**src/rtl/fetch.sv**
```systemverilog
// Instruction fetch stage of the nebula core: owns the PC, issues word requests to
// instruction memory and presents buffered pc/instruction pairs to decode.
module fetch #(
    parameter logic [31:0] RESET_PC = 32'h0000_0000,
    parameter int          DEPTH    = 4
) (
    input  logic        clk_i,
    input  logic        rst_n_i,
    output logic        imem_req_valid_o,
    input  logic        imem_req_ready_i,
    output logic [31:0] imem_addr_o,
    input  logic        imem_resp_valid_i,
    input  logic [31:0] imem_resp_data_i,
    input  logic        redirect_i,
    input  logic [31:0] redirect_pc_i,
    output logic        valid_o,
    input  logic        ready_i,
    output logic [31:0] pc_o,
    output logic [31:0] instr_o
);

    localparam int AW = (DEPTH > 1) ? $clog2(DEPTH) : 1;
    localparam int CW = AW + 1;

    logic [31:0]   pc_q;
    logic [31:0]   pc_buf    [DEPTH];
    logic [31:0]   instr_buf [DEPTH];
    logic [31:0]   tag_buf   [DEPTH];
    logic [AW-1:0] rd_ptr_q;
    logic [AW-1:0] wr_ptr_q;
    logic [AW-1:0] tag_rd_q;
    logic [AW-1:0] tag_wr_q;
    logic [CW-1:0] count_q;
    logic [CW-1:0] inflight_q;
    logic [CW-1:0] discard_q;
    logic [CW+1:0] used;
    logic          accept;
    logic          resp_counted;
    logic          resp_drop;
    logic          resp_keep;
    logic          pop;

    // Every buffered, in-flight or to-be-discarded word holds a credit, so the
    // buffer always has room for whatever the memory returns.
    assign used = (CW+2)'(count_q) + (CW+2)'(inflight_q) + (CW+2)'(discard_q);

    assign imem_req_valid_o = rst_n_i && !redirect_i && (used < (CW+2)'(DEPTH));
    assign imem_addr_o      = pc_q;
    assign accept           = imem_req_valid_o && imem_req_ready_i;

    assign resp_counted = imem_resp_valid_i && ((discard_q != '0) || (inflight_q != '0));
    assign resp_drop    = imem_resp_valid_i && (discard_q != '0);
    assign resp_keep    = imem_resp_valid_i && (discard_q == '0) && (inflight_q != '0) && !redirect_i;

    assign valid_o = (count_q != '0);
    assign pop     = valid_o && ready_i;
    assign pc_o    = valid_o ? pc_buf[rd_ptr_q]    : 32'h0;
    assign instr_o = valid_o ? instr_buf[rd_ptr_q] : 32'h0;

    always_ff @(posedge clk_i or negedge rst_n_i) begin
        if (!rst_n_i) begin
            pc_q       <= RESET_PC & ~32'h3;
            rd_ptr_q   <= '0;
            wr_ptr_q   <= '0;
            tag_rd_q   <= '0;
            tag_wr_q   <= '0;
            count_q    <= '0;
            inflight_q <= '0;
            discard_q  <= '0;
        end else if (redirect_i) begin
            // Outstanding fetches turn into discards; a response arriving now retires one of them.
            pc_q       <= redirect_pc_i & ~32'h3;
            rd_ptr_q   <= '0;
            wr_ptr_q   <= '0;
            tag_rd_q   <= '0;
            tag_wr_q   <= '0;
            count_q    <= '0;
            inflight_q <= '0;
            discard_q  <= discard_q + inflight_q - CW'(resp_counted);
        end else begin
            if (accept) begin
                pc_q     <= pc_q + 32'd4;
                tag_wr_q <= tag_wr_q + AW'(1);
            end
            if (resp_keep) begin
                tag_rd_q <= tag_rd_q + AW'(1);
                wr_ptr_q <= wr_ptr_q + AW'(1);
            end
            if (pop) begin
                rd_ptr_q <= rd_ptr_q + AW'(1);
            end
            if (resp_drop) begin
                discard_q <= discard_q - CW'(1);
            end
            count_q    <= count_q + CW'(resp_keep) - CW'(pop);
            inflight_q <= inflight_q + CW'(accept) - CW'(resp_keep);
        end
    end

    always_ff @(posedge clk_i) begin
        if (accept) begin
            tag_buf[tag_wr_q] <= pc_q;
        end
        if (resp_keep) begin
            pc_buf[wr_ptr_q]    <= tag_buf[tag_rd_q];
            instr_buf[wr_ptr_q] <= imem_resp_data_i;
        end
    end

    resp_without_request: assert property (@(posedge clk_i) disable iff (!rst_n_i)
        imem_resp_valid_i |-> ((inflight_q != '0) || (discard_q != '0)));

endmodule

```
**config.mk**
```make
export PLATFORM = sky130hd
export DESIGN_NAME = fetch
export DESIGN_NICKNAME = d
export VERILOG_FILES = /design/src/rtl/fetch.sv
export SDC_FILE = /design/constraint.sdc
export NUM_CORES = 1
export LEC_CHECK = 0
export BUFFER_PORTS_ARGS = -buffer_cell sky130_fd_sc_hd__buf_2
export CAP_MARGIN = 30
export CORE_ASPECT_RATIO = 0.7
export CORE_MARGIN = 2
export CORE_UTILIZATION = 45
export CTS_BUF_LIST = sky130_fd_sc_hd__clkbuf_4 sky130_fd_sc_hd__clkbuf_8
export CTS_CLUSTER_SIZE = 25
export DETAILED_ROUTE_END_ITERATION = 6
export PLACE_DENSITY_LB_ADDON = 0.12
export SYNTH_ARGS = -nofsm -noshare
export SYNTH_HDL_FRONTEND = slang
export SYNTH_SLANG_ARGS = --single-unit
```
**constraint.sdc**
```tcl
create_clock -name clk_i -period 3.87 [get_ports clk_i]
set_input_delay 1.161 -clock clk_i [delete_from_list [all_inputs] [get_ports clk_i]]
set_output_delay 1.161 -clock clk_i [all_outputs]
set_load 0.01 [all_outputs]
```
==> flow_summary_export.csv <==
group,metric,value,unit
setup_path,rr_endpoint,"inflight_q[2]",
synth,yosys-top-cells-count,"edfxtp_1 (368), mux4_2 (92), and2_1 (67)",
sta,setup_tns,0,ns
synth,synth_cell_types,65,
power_and_ir_drop,p_comb_share,24.6,%
global_route,grt_max_degree,65,
global_route,antenna_found_initial,1,
sta,fin_crit,3.74,ns
synth,syn_avg_cell_area,18.8,um^2
setup_path,r2r_cells,16,
synth,yosysMostFrequentCell,"edfxtp_1",
sta,fmax,0.267,GHz
drt,totalWireLength,35500,um
min_path,hold_start,"discard_q[1]",
drt,detail-route-antenna-nets,0,
drt,drc_errors,0,
power_and_ir_drop,p_int,8.55,mW
sta,tightest_slew,0.850,ns
setup_path,crit_start,"count_q[1]",
sta,rsz0062_at_grt,"no",
synth,synth-async-reset-ratio,11.3,%
power_and_ir_drop,power_density,605,nW/um^2
synth,synth_top_cell_by_area,"edfxtp_1",
setup_path,reg2reg_from,"count_q[1]",
setup_path,cp-end-kind,"output port",
clocking,cts-buffers-inserted,66,
sta,maxSlewViolCount,0,
setup_path,required,2.71,ns
clocking,tritoncts,"yes",
power_and_ir_drop,p_clk_share,30.4,%
setup_path,cp-endpoint,"imem_req_valid_o",
global_route,grt_pass1_vias,9515,
floorplanning,die_w,235,um
cells_and_area,fillers,2990,
setup_path,worstSetupStartpointType,"flop",
sta,hold_viol_final,0,
placed_design,dp_hpwl,22600,um
floorplanning,initial_core_util,45.5,%
placed_design,placedInstanceArea,18500,um^2
cells_and_area,area.sequential,12200,um^2
floorplanning,fp-row-count,59,
clocking,insertion_delay,0.60,ns
sta,skew,0.0358,ns
cells_and_area,fin_area,19900,um^2
global_route,grt_use_total,18.7,%
synth,synth_area_leaders,"edfxtp_1 (66%), mux4_2 (12%), dfrtp_1 (7.0%)",
floorplanning,core-area,37000,um^2
drt,drtPass1Iterations,5,
clocking,cts-root-buf,"clkbuf_8",
floorplanning,die-area,39000,um^2
synth,ys_ff_latch,415,
sta,slew-limit-headroom,43.3,%
drt,vias,8874,
setup_path,cp_max_fo,3,
global_route,grt_first_pass_wirelength,55600,um
clocking,path_clk_slew,0.07,ns
cells_and_area,nets,1227,
synth,synth_top_area_share,65.6,%
floorplanning,die_h,166,um
placed_design,port_buffers,161,
sta,finalCritPeriodShare,96.7,%
clocking,cts.sinks,415,
power_and_ir_drop,swShare,28.8,%
power_and_ir_drop,vdd.ir_drop.worst,0.000401,V
synth,seq_area_frac_synth,72.6,%
global_route,grt_overflow_total,0,
cells_and_area,diodes,0,
placed_design,globalplace.congestion,0.749,
setup_path,ff2ff_setup_slack,0.48,ns
sta,finalSetupViolCount,0,
setup_path,arrival,2.58,ns
synth,synth_area,16800,um^2
drt,routedWlPerCell,21.3,um
cells_and_area,syn_to_final_growth,17.9,%
synth,postSynthCellCount,897,
synth,synth_edf_count,368,
clocking,htreeDepth,3,
floorplanning,io_pins,168,
run_status,outcome,"finished clean",
drt,drtIter0Drc,564,
drt,viasPerCell,5.33,
min_path,hold_class,"reg2reg",
cells_and_area,drive_above_1_share,37.1,%
clocking,cts_buffer_depth,3,
cells_and_area,multi_input_area,4320,um^2
flow_run,cap_violations,0,
synth,yosysWarnings,0,
power_and_ir_drop,seq_power_share,44.9,%
power_and_ir_drop,p_sw,3.46,mW
power_and_ir_drop,p_leak,7.01,nW
synth,ys.flop_type,"edfxtp_1",
setup_path,worst-setup-path-type,"reg2out",
-- metal layers --
metal  wire length [um]  track usage (%)  vias up  share of wire, %
met5                  0                0        -                 0
met4                503             5.64        0               1.4
met3               1530             4.12       42               4.3
met2              16800             28.6      209                47
met1              16700             27.3     4597                47
li1                   -                -     4026                 -
-- critical path, stage by stage, from the launching register on --
cell and delay, ns:
dfrtp_1 0.38, inv_2 0.07, fa_1 0.50, nor2_2 0.12, fa_2 0.46, nor2_4 0.13, o211ai_1 0.09, nor2_1 0.09
buf_2 0.13
-- sequential cells by signal, summed over array words and instances (netlist names), 3 cells and up --
name	flops
instr_buf	128
pc_buf	120
tag_buf	120
imem_addr_o	30
count_q	3
discard_q	3
inflight_q	3
-- metrics by stage --
stage	instances	utilization, %	worst slack (ns)	power (mW)	hold WS, ns
final	1666	53.7	0.129	12.0	0.584
after global placement	1546	50.0	0.359	8.42	0.550
after CTS	1664	53.6	0.0131	12.2	0.570
after detailed placement	1546	50.0	0.349	8.45	0.555
after global routing	1666	53.7	0.00723	12.7	0.622
after floorplan	900	-	0.319	7.31	0.513
-- power by group through the flow --
stage / Clock, mW / Sequential, mW / Combinational (mW)
6_report: 3.66 / 5.40 / 2.96
5_1_grt: 3.98 / 5.43 / 3.27
4_1_cts: 3.77 / 5.40 / 2.98
3_5_place_dp: 0 / 5.50 / 2.95
3_3_place_gp: 0 / 5.49 / 2.93
2_1_floorplan: 0 / 5.41 / 1.90
-- worst min path at each step --
stage	endpoint	slack [ns]	cells past startpoint
CTS	discard_q[1]	0.57	2
floorplan	tag_wr_q[0]	0.51	2
global placement	discard_q[1]	0.55	2
detailed placement	discard_q[1]	0.56	2
finish	discard_q[1]	0.58	2
global route	inflight_q[1]	0.62	2
-- logic make-up after synthesis --
| family | share of synthesized area, % |
|---|---|
| XOR/XNOR | 0.624 |
| AO/OA/AOI/OAI | 3.05 |
| adder cells (fa/ha/maj) | 2.20 |
| AND/OR/NAND/NOR | 6.69 |
| flip-flops | 72.6 |
| multiplexers | 12.8 |
| buffers and inverters | 1.97 |
| other | 0.0223 |
-- cell usage in the layout (no fill, tap or decap), types with 7 or more instances in the layout --
cell type / synthesis / final
mux4_2: 92 / 92
nor3_1: 15 / 15
clkbuf_8: 0 / 70
dfrtp_1: 47 / 43
clkinv_1: 1 / 14
nand4_1: 7 / 7
and2_1: 67 / 63
a21o_1: 8 / 8
a221o_1: 12 / 12
edfxtp_1: 368 / 368
buf_2: 13 / 161
nor2_1: 22 / 20
nand3_1: 12 / 12
a21oi_1: 8 / 8
xnor2_1: 10 / 10
inv_1: 31 / 26
o21ai_0: 16 / 16
buf_12: 0 / 11
clkbuf_4: 0 / 22
nand2_1: 43 / 43
ha_1: 20 / 20
buf_4: 6 / 34
-- timing repair --
| action | CTS | global route |
|---|---|---|
| pin swaps | 1 | 4 |
| setup endpoints to repair | 1 | 1 |
| gates resized for setup | 2 | 9 |
| setup buffers | 3 | 2 |
| hold buffers | 0 | 0 |
| gates cloned | 0 | 0 |
| endpoints found under the hold margin | 0 | 0 |
-- layout make-up --
type / count / area share (%)
Tap cell: 488 / 3.08
Multi-Input combinational cell: 409 / 21.8
Timing Repair Buffer: 206 / 6.45
Clock inverter: 23 / 0.782
Sequential cell: 415 / 61.6
Inverter: 33 / 0.624
Clock buffer: 92 / 5.69
Power figures use the tool's default switching activity.
